[src/rtl/tube_r3_dma_ctrl.sv]
// rtl/tube_r3_dma_ctrl.sv - DRQ-paced block mover between parasite memory and Tube register 3.
// Two-byte bursts following the Tube V flag are enabled by defining TUBE_DMA_TWO_BYTE_EN.
module tube_r3_dma_ctrl #(
   parameter int ADDR_W = 16,
   parameter int LEN_W  = 16
) (
   input  logic              clk,
   input  logic              h_rst_b,
   input  logic              start,
   input  logic              dir,
   input  logic [ADDR_W-1:0] start_addr,
   input  logic [LEN_W-1:0]  length,
   input  logic              abort,
   input  logic              drq,
   input  logic              two_byte_mode,
   output logic              tube_cs_b,
   output logic [2:0]        tube_addr,
   output logic              tube_rdnw,
   output logic [7:0]        tube_wdata,
   input  logic [7:0]        tube_rdata,
   output logic              mem_req,
   output logic              mem_we,
   output logic [ADDR_W-1:0] mem_addr,
   output logic [7:0]        mem_wdata,
   input  logic [7:0]        mem_rdata,
   input  logic              mem_ack,
   output logic              busy,
   output logic              done,
   output logic              aborted,
   output logic [LEN_W-1:0]  remaining
);

   typedef enum logic [2:0] {
      IDLE, WAIT_DRQ, MEM_RD, TUBE_WR, TUBE_RD, MEM_WR, SETTLE, FINISH
   } state_t;

   state_t            state;
   logic [ADDR_W-1:0] addr_q;
   logic [LEN_W-1:0]  cnt_q;
   logic              dir_q;
   logic [7:0]        buf_q;
   logic [1:0]        burst_q;
   logic [1:0]        burst_init;
   logic              byte_done;
   logic              last_byte;
   logic              more_in_burst;

`ifdef TUBE_DMA_TWO_BYTE_EN
   assign burst_init = two_byte_mode ? 2'd2 : 2'd1;
`else
   logic unused_two_byte;
   assign unused_two_byte = two_byte_mode;
   assign burst_init      = 2'd1;
`endif

   // Address, data and count outputs come straight from holding registers.
   assign tube_addr  = 3'h5;
   assign tube_wdata = buf_q;
   assign mem_wdata  = buf_q;
   assign mem_addr   = addr_q;
   assign remaining  = cnt_q;

   assign byte_done     = (state == TUBE_WR) || (state == MEM_WR && mem_ack);
   assign last_byte     = (cnt_q == LEN_W'(1));
   assign more_in_burst = (burst_q > 2'd1);

   always_ff @(posedge clk or negedge h_rst_b) begin
      if (!h_rst_b) begin
         state     <= IDLE;
         addr_q    <= '0;
         cnt_q     <= '0;
         dir_q     <= 1'b0;
         buf_q     <= 8'h00;
         burst_q   <= 2'd0;
         tube_cs_b <= 1'b1;
         tube_rdnw <= 1'b1;
         mem_req   <= 1'b0;
         mem_we    <= 1'b0;
         busy      <= 1'b0;
         done      <= 1'b0;
         aborted   <= 1'b0;
      end else begin
         case (state)
            IDLE: begin
               if (start) begin
                  busy <= 1'b1;
                  if (length == '0) begin
                     state <= FINISH;
                     done  <= 1'b1;
                  end else begin
                     addr_q  <= start_addr;
                     cnt_q   <= length;
                     dir_q   <= dir;
                     burst_q <= burst_init;
                     state   <= WAIT_DRQ;
                  end
               end
            end
            WAIT_DRQ: begin
               if (abort) begin
                  state   <= FINISH;
                  done    <= 1'b1;
                  aborted <= 1'b1;
               end else if (drq) begin
                  if (!dir_q) begin
                     state   <= MEM_RD;
                     mem_req <= 1'b1;
                     mem_we  <= 1'b0;
                  end else begin
                     state     <= TUBE_RD;
                     tube_cs_b <= 1'b0;
                     tube_rdnw <= 1'b1;
                  end
               end
            end
            MEM_RD: begin
               if (mem_ack) begin
                  buf_q     <= mem_rdata;
                  mem_req   <= 1'b0;
                  tube_cs_b <= 1'b0;
                  tube_rdnw <= 1'b0;
                  state     <= TUBE_WR;
               end
            end
            TUBE_WR: begin
               tube_cs_b <= 1'b1;
               tube_rdnw <= 1'b1;
            end
            TUBE_RD: begin
               buf_q     <= tube_rdata;
               tube_cs_b <= 1'b1;
               mem_req   <= 1'b1;
               mem_we    <= 1'b1;
               state     <= MEM_WR;
            end
            MEM_WR: begin
               if (mem_ack) begin
                  mem_req <= 1'b0;
                  mem_we  <= 1'b0;
               end
            end
            SETTLE: begin
               burst_q <= burst_init;
               state   <= WAIT_DRQ;
            end
            FINISH: begin
               done    <= 1'b0;
               aborted <= 1'b0;
               busy    <= 1'b0;
               state   <= IDLE;
            end
            default: state <= IDLE;
         endcase

         // Byte boundary: abort only takes effect here, never inside a byte.
         if (byte_done) begin
            addr_q  <= addr_q + ADDR_W'(1);
            cnt_q   <= cnt_q - LEN_W'(1);
            burst_q <= burst_q - 2'd1;
            if (last_byte) begin
               state   <= FINISH;
               done    <= 1'b1;
               aborted <= 1'b0;
            end else if (more_in_burst && !abort) begin
               if (!dir_q) begin
                  state   <= MEM_RD;
                  mem_req <= 1'b1;
                  mem_we  <= 1'b0;
               end else begin
                  state     <= TUBE_RD;
                  tube_cs_b <= 1'b0;
                  tube_rdnw <= 1'b1;
               end
            end else if (abort) begin
               state   <= FINISH;
               done    <= 1'b1;
               aborted <= 1'b1;
            end else begin
               state <= SETTLE;
            end
         end
      end
   end

endmodule

[config.mk]
export PLATFORM = sky130hd
export DESIGN_NAME = tube_r3_dma_ctrl
export DESIGN_NICKNAME = d
export VERILOG_FILES = /design/src/rtl/tube_r3_dma_ctrl.sv
export SDC_FILE = /design/constraint.sdc
export NUM_CORES = 1
export LEC_CHECK = 0
export CORE_AREA = 2 2 84 86
export DETAILED_ROUTE_END_ITERATION = 8
export DIE_AREA = 0 0 86 88
export GPL_ROUTABILITY_DRIVEN = 0
export PLACE_DENSITY = 0.84
export SLEW_MARGIN = 40
export SYNTH_ARGS = -nofsm -noshare
export SYNTH_HDL_FRONTEND = slang
export SYNTH_SLANG_ARGS = --single-unit
[constraint.sdc]
create_clock -name clk -period 6.55 [get_ports clk]
set_input_delay 0.9825 -clock clk [delete_from_list [all_inputs] [get_ports clk]]
set_output_delay 0.9825 -clock clk [all_outputs]
set_load 0.01 [all_outputs]
==> summary.txt, run 1 <==
status: complete, no violations
largest net degree at the start of global routing: 54
area grow syn2layout: 38.0%
Inst Count DP: 540
initial antenna violation count: 0
PnR worst setup slack: 3.27 ns
via count: 3247
total track usage: 0.232
total power: 1.99 mW
Peak Freq: 305 MHz
Final ANT Viol Nets: 0
Synth Area in Simple Gates: 0.247
worst min-delay path class: flop to flop
number of distinct library cells after synthesis: 54
Synth Area per Inst: 8.41 µm²
utilization after layout: 0.656
Peak VDD IR: 0.214 mV
Post-Synth XOR/XNOR Area: 0
Skew-Pair Late Insertion Delay: 0.31 ns
final hold violations: 0
sw power: 0.839 mW
Post-Place Worst Slack: 3.01 ns
Power per Cell Area: 458 nW/µm²
layout cell share with drive strength beyond 1: 0.0513
WL per Instance: 16.1 µm
main combinational cell family by area after synthesis: simple AND/OR/NAND/NOR gates
flops & latches, synth: 53
Leak Pwr: 1.67 nW
skew final: 0.00608 ns
Cells after Synth: 375
final instance area: 4360 µm²
clock-pin slew on the worst setup and hold paths: 0.09 ns
Worst Max-Slew Pin Slew: 0.767 ns
Die W: 86 µm
dpl hpwl: 6.34 mm
Worst Path Required: 6.72 ns
first-pass GRT wire length: 14.3 mm
Inserted Diodes: 0
post-synthesis mux area share: 0.0254
die extent in y: 88 µm
site row count: 30
Slowest Stage Delay on Critical Path: 0.72 ns
Compound-Gate Fraction of Synth Area: 0.229
CP Launch Type: primary input
RSZ-0062 raised after global routing: false
clock power share: 0.118
clock buffer count from CTS: 5
Core Region: 6640 µm²
minimum clock period after layout: 3.28 ns
Min Hold Slack: 0.515 ns
number of setup buffers added after CTS: 0
Slowest-stage cell, CP: clkdlybuf4s50_1
final wirelength: 8.85 mm
crit-path max FO: 18
post-synthesis adder-cell area fraction: 0.0159
Finished Layout Cells: 548
Final Max Tran Viols: 0
Post-synth top flop: dfrtp_1
P_int: 1.15 mW
post-synthesis async set-or-reset flop share: 1.00
hold_buf cts: 0
CTS H-tree lvls: 2
Nets: 527
Slew HR: 0.487
Die Area: 7570 µm²
Resize count post-CTS: 0
Post-synth EDFFs: 0
CTS tree: done
Sw Ratio: 0.421
vias in the first global route: 3039
Max Cap Violations: 0
Warnings, synthesis: 0
total grt overflow: 0
DRC Markers: 0
number of I/O pins: 114
period utilization: 0.501
Top delay family on crit path: simple AND/OR/NAND/NOR gates
Clock Tree Buf Depth: 2
Root Buffer: clkbuf_8
number of port buffers: 109
drt pass-1 iters: 5
final setup violation count: 0
critical-path cell list: clkdlybuf4s50_1 -> nand3b_1 -> a21o_1 -> or3_1 -> nor4_1 -> o31ai_1
placed instance area: 4240 µm²
Worst setup EP type: flop
CP arrival: 3.45 ns
vias per inst: 5.93
kind of critical path: primary input to flop
sequential area share after synthesis: 0.421
Starting Density: 0.475
initial drt markers: 196
Seq pwr share: 0.349
mapped cell area: 3160 µm²
Worst Path Buf+Inv: 1
Clock Sinks: 53
Total Neg Setup Slack: 0 ns
combinational power share: 0.534
==> kinds of logic after synthesis <==
logic type	after synthesis
AO/OA/AOI/OAI	109
adder cells (fa/ha/maj)	4
buffers and inverters	39
flip-flops	53
multiplexers	8
other	2
AND/OR/NAND/NOR	160
==> power groups by stage <==
stage	Combinational [mW]	Clock, mW	Sequential (mW)
after detailed placement	1.06	0	0.695
after global placement	1.03	0	0.686
after CTS	1.07	0.237	0.690
after floorplan	0.580	0	0.698
final	1.06	0.234	0.695
after global routing	1.17	0.251	0.723
==> Yosys cell counts (3+ instances only) <==
cell	count	share of area
a21o_1	4	0.0095
mux2i_1	8	0.025
nor3_1	24	0.038
a211oi_1	8	0.019
o22ai_1	4	0.0079
a31oi_1	7	0.014
dfrtp_1	51	0.40
o211ai_1	5	0.012
nor2b_1	5	0.0099
or3_1	4	0.0079
clkbuf_1	18	0.021
a22oi_1	3	0.0071
nor2_1	46	0.055
a21oi_1	32	0.051
o311ai_0	3	0.0083
a311oi_1	4	0.011
nand3b_1	5	0.012
ha_1	4	0.016
nand2_1	34	0.040
buf_4	11	0.026
nor4_1	7	0.014
inv_1	8	0.0095
nand4_1	4	0.0079
nand3_1	14	0.022
nand2b_1	5	0.0099
a221o_1	3	0.0095
o21ai_0	17	0.027
and3_1	3	0.0059
==> state kept, by name (all words and copies together) (netlist names), 2 cells and up <==
| name | count |
|---|---|
| burst_q | 2 |
| state | 3 |
| remaining | 16 |
| mem_addr | 16 |
| mem_wdata | 8 |
==> cell usage in the layout (no fill, tap or decap), types with 6 or more instances in the layout <==
cell type	n
nor4_1	7
nand2_1	34
dfrtp_1	51
a31oi_1	7
o21ai_0	17
nor3_1	24
a211oi_1	8
inv_1	8
clkbuf_8	6
clkdlybuf4s50_1	108
a21oi_1	30
nand3_1	14
mux2i_1	8
nor2_1	45
==> area by class of cell <==
cell class | count | area [µm²]
Clock buffer | 7 | 86.3
Multi-Input combinational cell | 284 | 1650
Clock inverter | 1 | 30.0
Inverter | 9 | 33.8
Timing Repair Buffer | 114 | 1120
Tap cell | 80 | 100
Sequential cell | 53 | 1330
Fill cell | 560 | 2290
==> per-layer routing <==
| layer | global-route usage | vias up | share of wire |
|---|---|---|---|
| met5 | 0 | - | 0 |
| met4 | 0.0433 | 0 | 0.0077 |
| li1 | - | 1565 | - |
| met3 | 0.0434 | 7 | 0.073 |
| met2 | 0.388 | 143 | 0.48 |
| met1 | 0.320 | 1532 | 0.44 |
==> path summary, 6_finish.rpt <==
path                       depth (start not counted)  slack (ns)           to  startpoint
hold reg to reg                                    1        0.51   burst_q[0]  burst_q[0]
setup reg to reg                                   5        3.81     state[2]    state[0]
setup / recovery                                   6        3.27     state[2]     mem_ack
max in group asynchronous                          2        5.31  mem_addr[4]     h_rst_b
min in group asynchronous                          2        0.80        dir_q     h_rst_b
hold / removal                                     1        0.51   burst_q[0]  burst_q[0]
(Power assumes the default switching activity.)
==> run 2: changes to the inputs <==
Settings changed: CORE_AREA 2 2 84 86 to 2 2 87 89, DIE_AREA 0 0 86 88 to 0 0 89 91, PLACE_DENSITY 0.84 to 0.79.
Clock period 6.55 ns to 3.2 ns, I/O delays scaled along.
==> run 2 against run 1 <==
Effect of this change:
- sequential power up 100%
- via count up 2.8%
- core utilization down 3.4 points
==> summary.txt, run 2 (synthesis gave the netlist of run 1 again) <==
status: complete, no violations
Die W: 89 µm
CP arrival: 2.81 ns
number of setup buffers added after CTS: 0
Die Area: 8100 µm²
Slew HR: 0.562
die extent in y: 91 µm
commonest non-fill, non-tap cell in the layout: clkdlybuf4s50_1
final hold violations: 0
CTS H-tree lvls: 2
FF-to-FF Start: state[0]
period utilization: 0.808
PnR worst setup slack: 0.613 ns
crit-path max FO: 16
initial antenna violation count: 0
DRC Markers: 0
most frequent cells in the layout: clkdlybuf4s50_1, dfrtp_1, nor2_1
skew final: 0.0109 ns
kind of critical path: flop to flop
minimum clock period after layout: 2.59 ns
Inserted Diodes: 0
total power: 4.10 mW
initial drt markers: 209
Resize count post-CTS: 0
total track usage: 0.235
final setup violation count: 0
clock buffer count from CTS: 5
Finished Layout Cells: 578
vias per inst: 5.78
Min Hold Slack: 0.119 ns
Worst R2R Setup Slack: 0.61 ns
number of I/O pins: 114
Starting Density: 0.442
drt pass-1 iters: 5
total grt overflow: 0
Worst setup EP type: flop
Final Max Tran Viols: 0
CTS tree: done
Max Cap Violations: 0
final wirelength: 9.32 mm
area grow syn2layout: 40.6%
vias in the first global route: 3271
Worst R2R Path Depth: 6
Worst Path Required: 3.42 ns
RR Endpoint: remaining[12]
number of port buffers: 109
worst min-delay path class: primary input to asynchronous set/reset pin
site row count: 31
Leak Pwr: 1.72 nW
first-pass GRT wire length: 15.3 mm
Peak VDD IR: 0.391 mV
hold_buf cts: 0
clock-pin slew on the worst setup and hold paths: 0.11 ns
final instance area: 4440 µm²
CP Launch Type: flop
Total Neg Setup Slack: 0 ns
Inst Count DP: 570
layout cell share with drive strength beyond 1: 0.0710
Final ANT Viol Nets: 0
Post-Place Worst Slack: 0.433 ns
Clock Tree Buf Depth: 2
Nets: 538
Skew-Pair Late Insertion Delay: 0.32 ns
Root Buffer: clkbuf_8
Peak Freq: 387 MHz
Worst Max-Slew Pin Slew: 0.652 ns
Core Region: 7140 µm²
Clock Sinks: 53
via count: 3338
utilization after layout: 0.621
largest net degree at the start of global routing: 40
WL per Instance: 16.1 µm
Power per Cell Area: 924 nW/µm²
dpl hpwl: 6.92 mm
RSZ-0062 raised after global routing: false
placed instance area: 4340 µm²
## run 2: critical path, stage by stage (launching register included)
cell      delay [ns]
dfrtp_1         0.57
nor3_1          0.58
nand2_1         0.15
nor2b_1         0.55
buf_4           0.31
a211oi_1        0.07
a311oi_1        0.25
## run 2: power breakdown
group	internal [mW]	leakage (nW)	total, mW	switching, mW
registers	1.00	0.598	1.39	0.395
clock network	0.158	0.0447	0.398	0.239
logic	1.17	1.07	2.31	1.13
total	2.33	1.72	4.10	1.77
## run 2: per-layer routing
metal	GRT usage	share of wire	vias to the layer above
li1	-	-	1588
met1	0.304	0.44	1619
met2	0.394	0.49	121
met3	0.0445	0.057	10
met4	0.0684	0.0094	0
met5	0	0	-
## run 2: final cells by class
class | count | area, µm²
fill | 655 | 2700
multi-input combinational | 284 | 1650
sequential | 53 | 1330
timing repair buffer | 125 | 1210
tap | 99 | 124
clock buffer | 5 | 68.8
inverter | 9 | 33.8
clock inverter | 3 | 25.0
## run 2: how the worst max path moves through the flow
stage          cells past startpoint          from  slack, ns       endpoint
6_report                           6      state[0]       0.61  remaining[12]
5_1_grt                            6      state[0]       0.42  remaining[12]
4_1_cts                            6      state[0]       0.59  remaining[12]
3_5_place_dp                       6     length[5]       0.43   remaining[6]
3_3_place_gp                       6     length[5]       0.44   remaining[6]
2_1_floorplan                      5  remaining[7]       0.92  remaining[15]
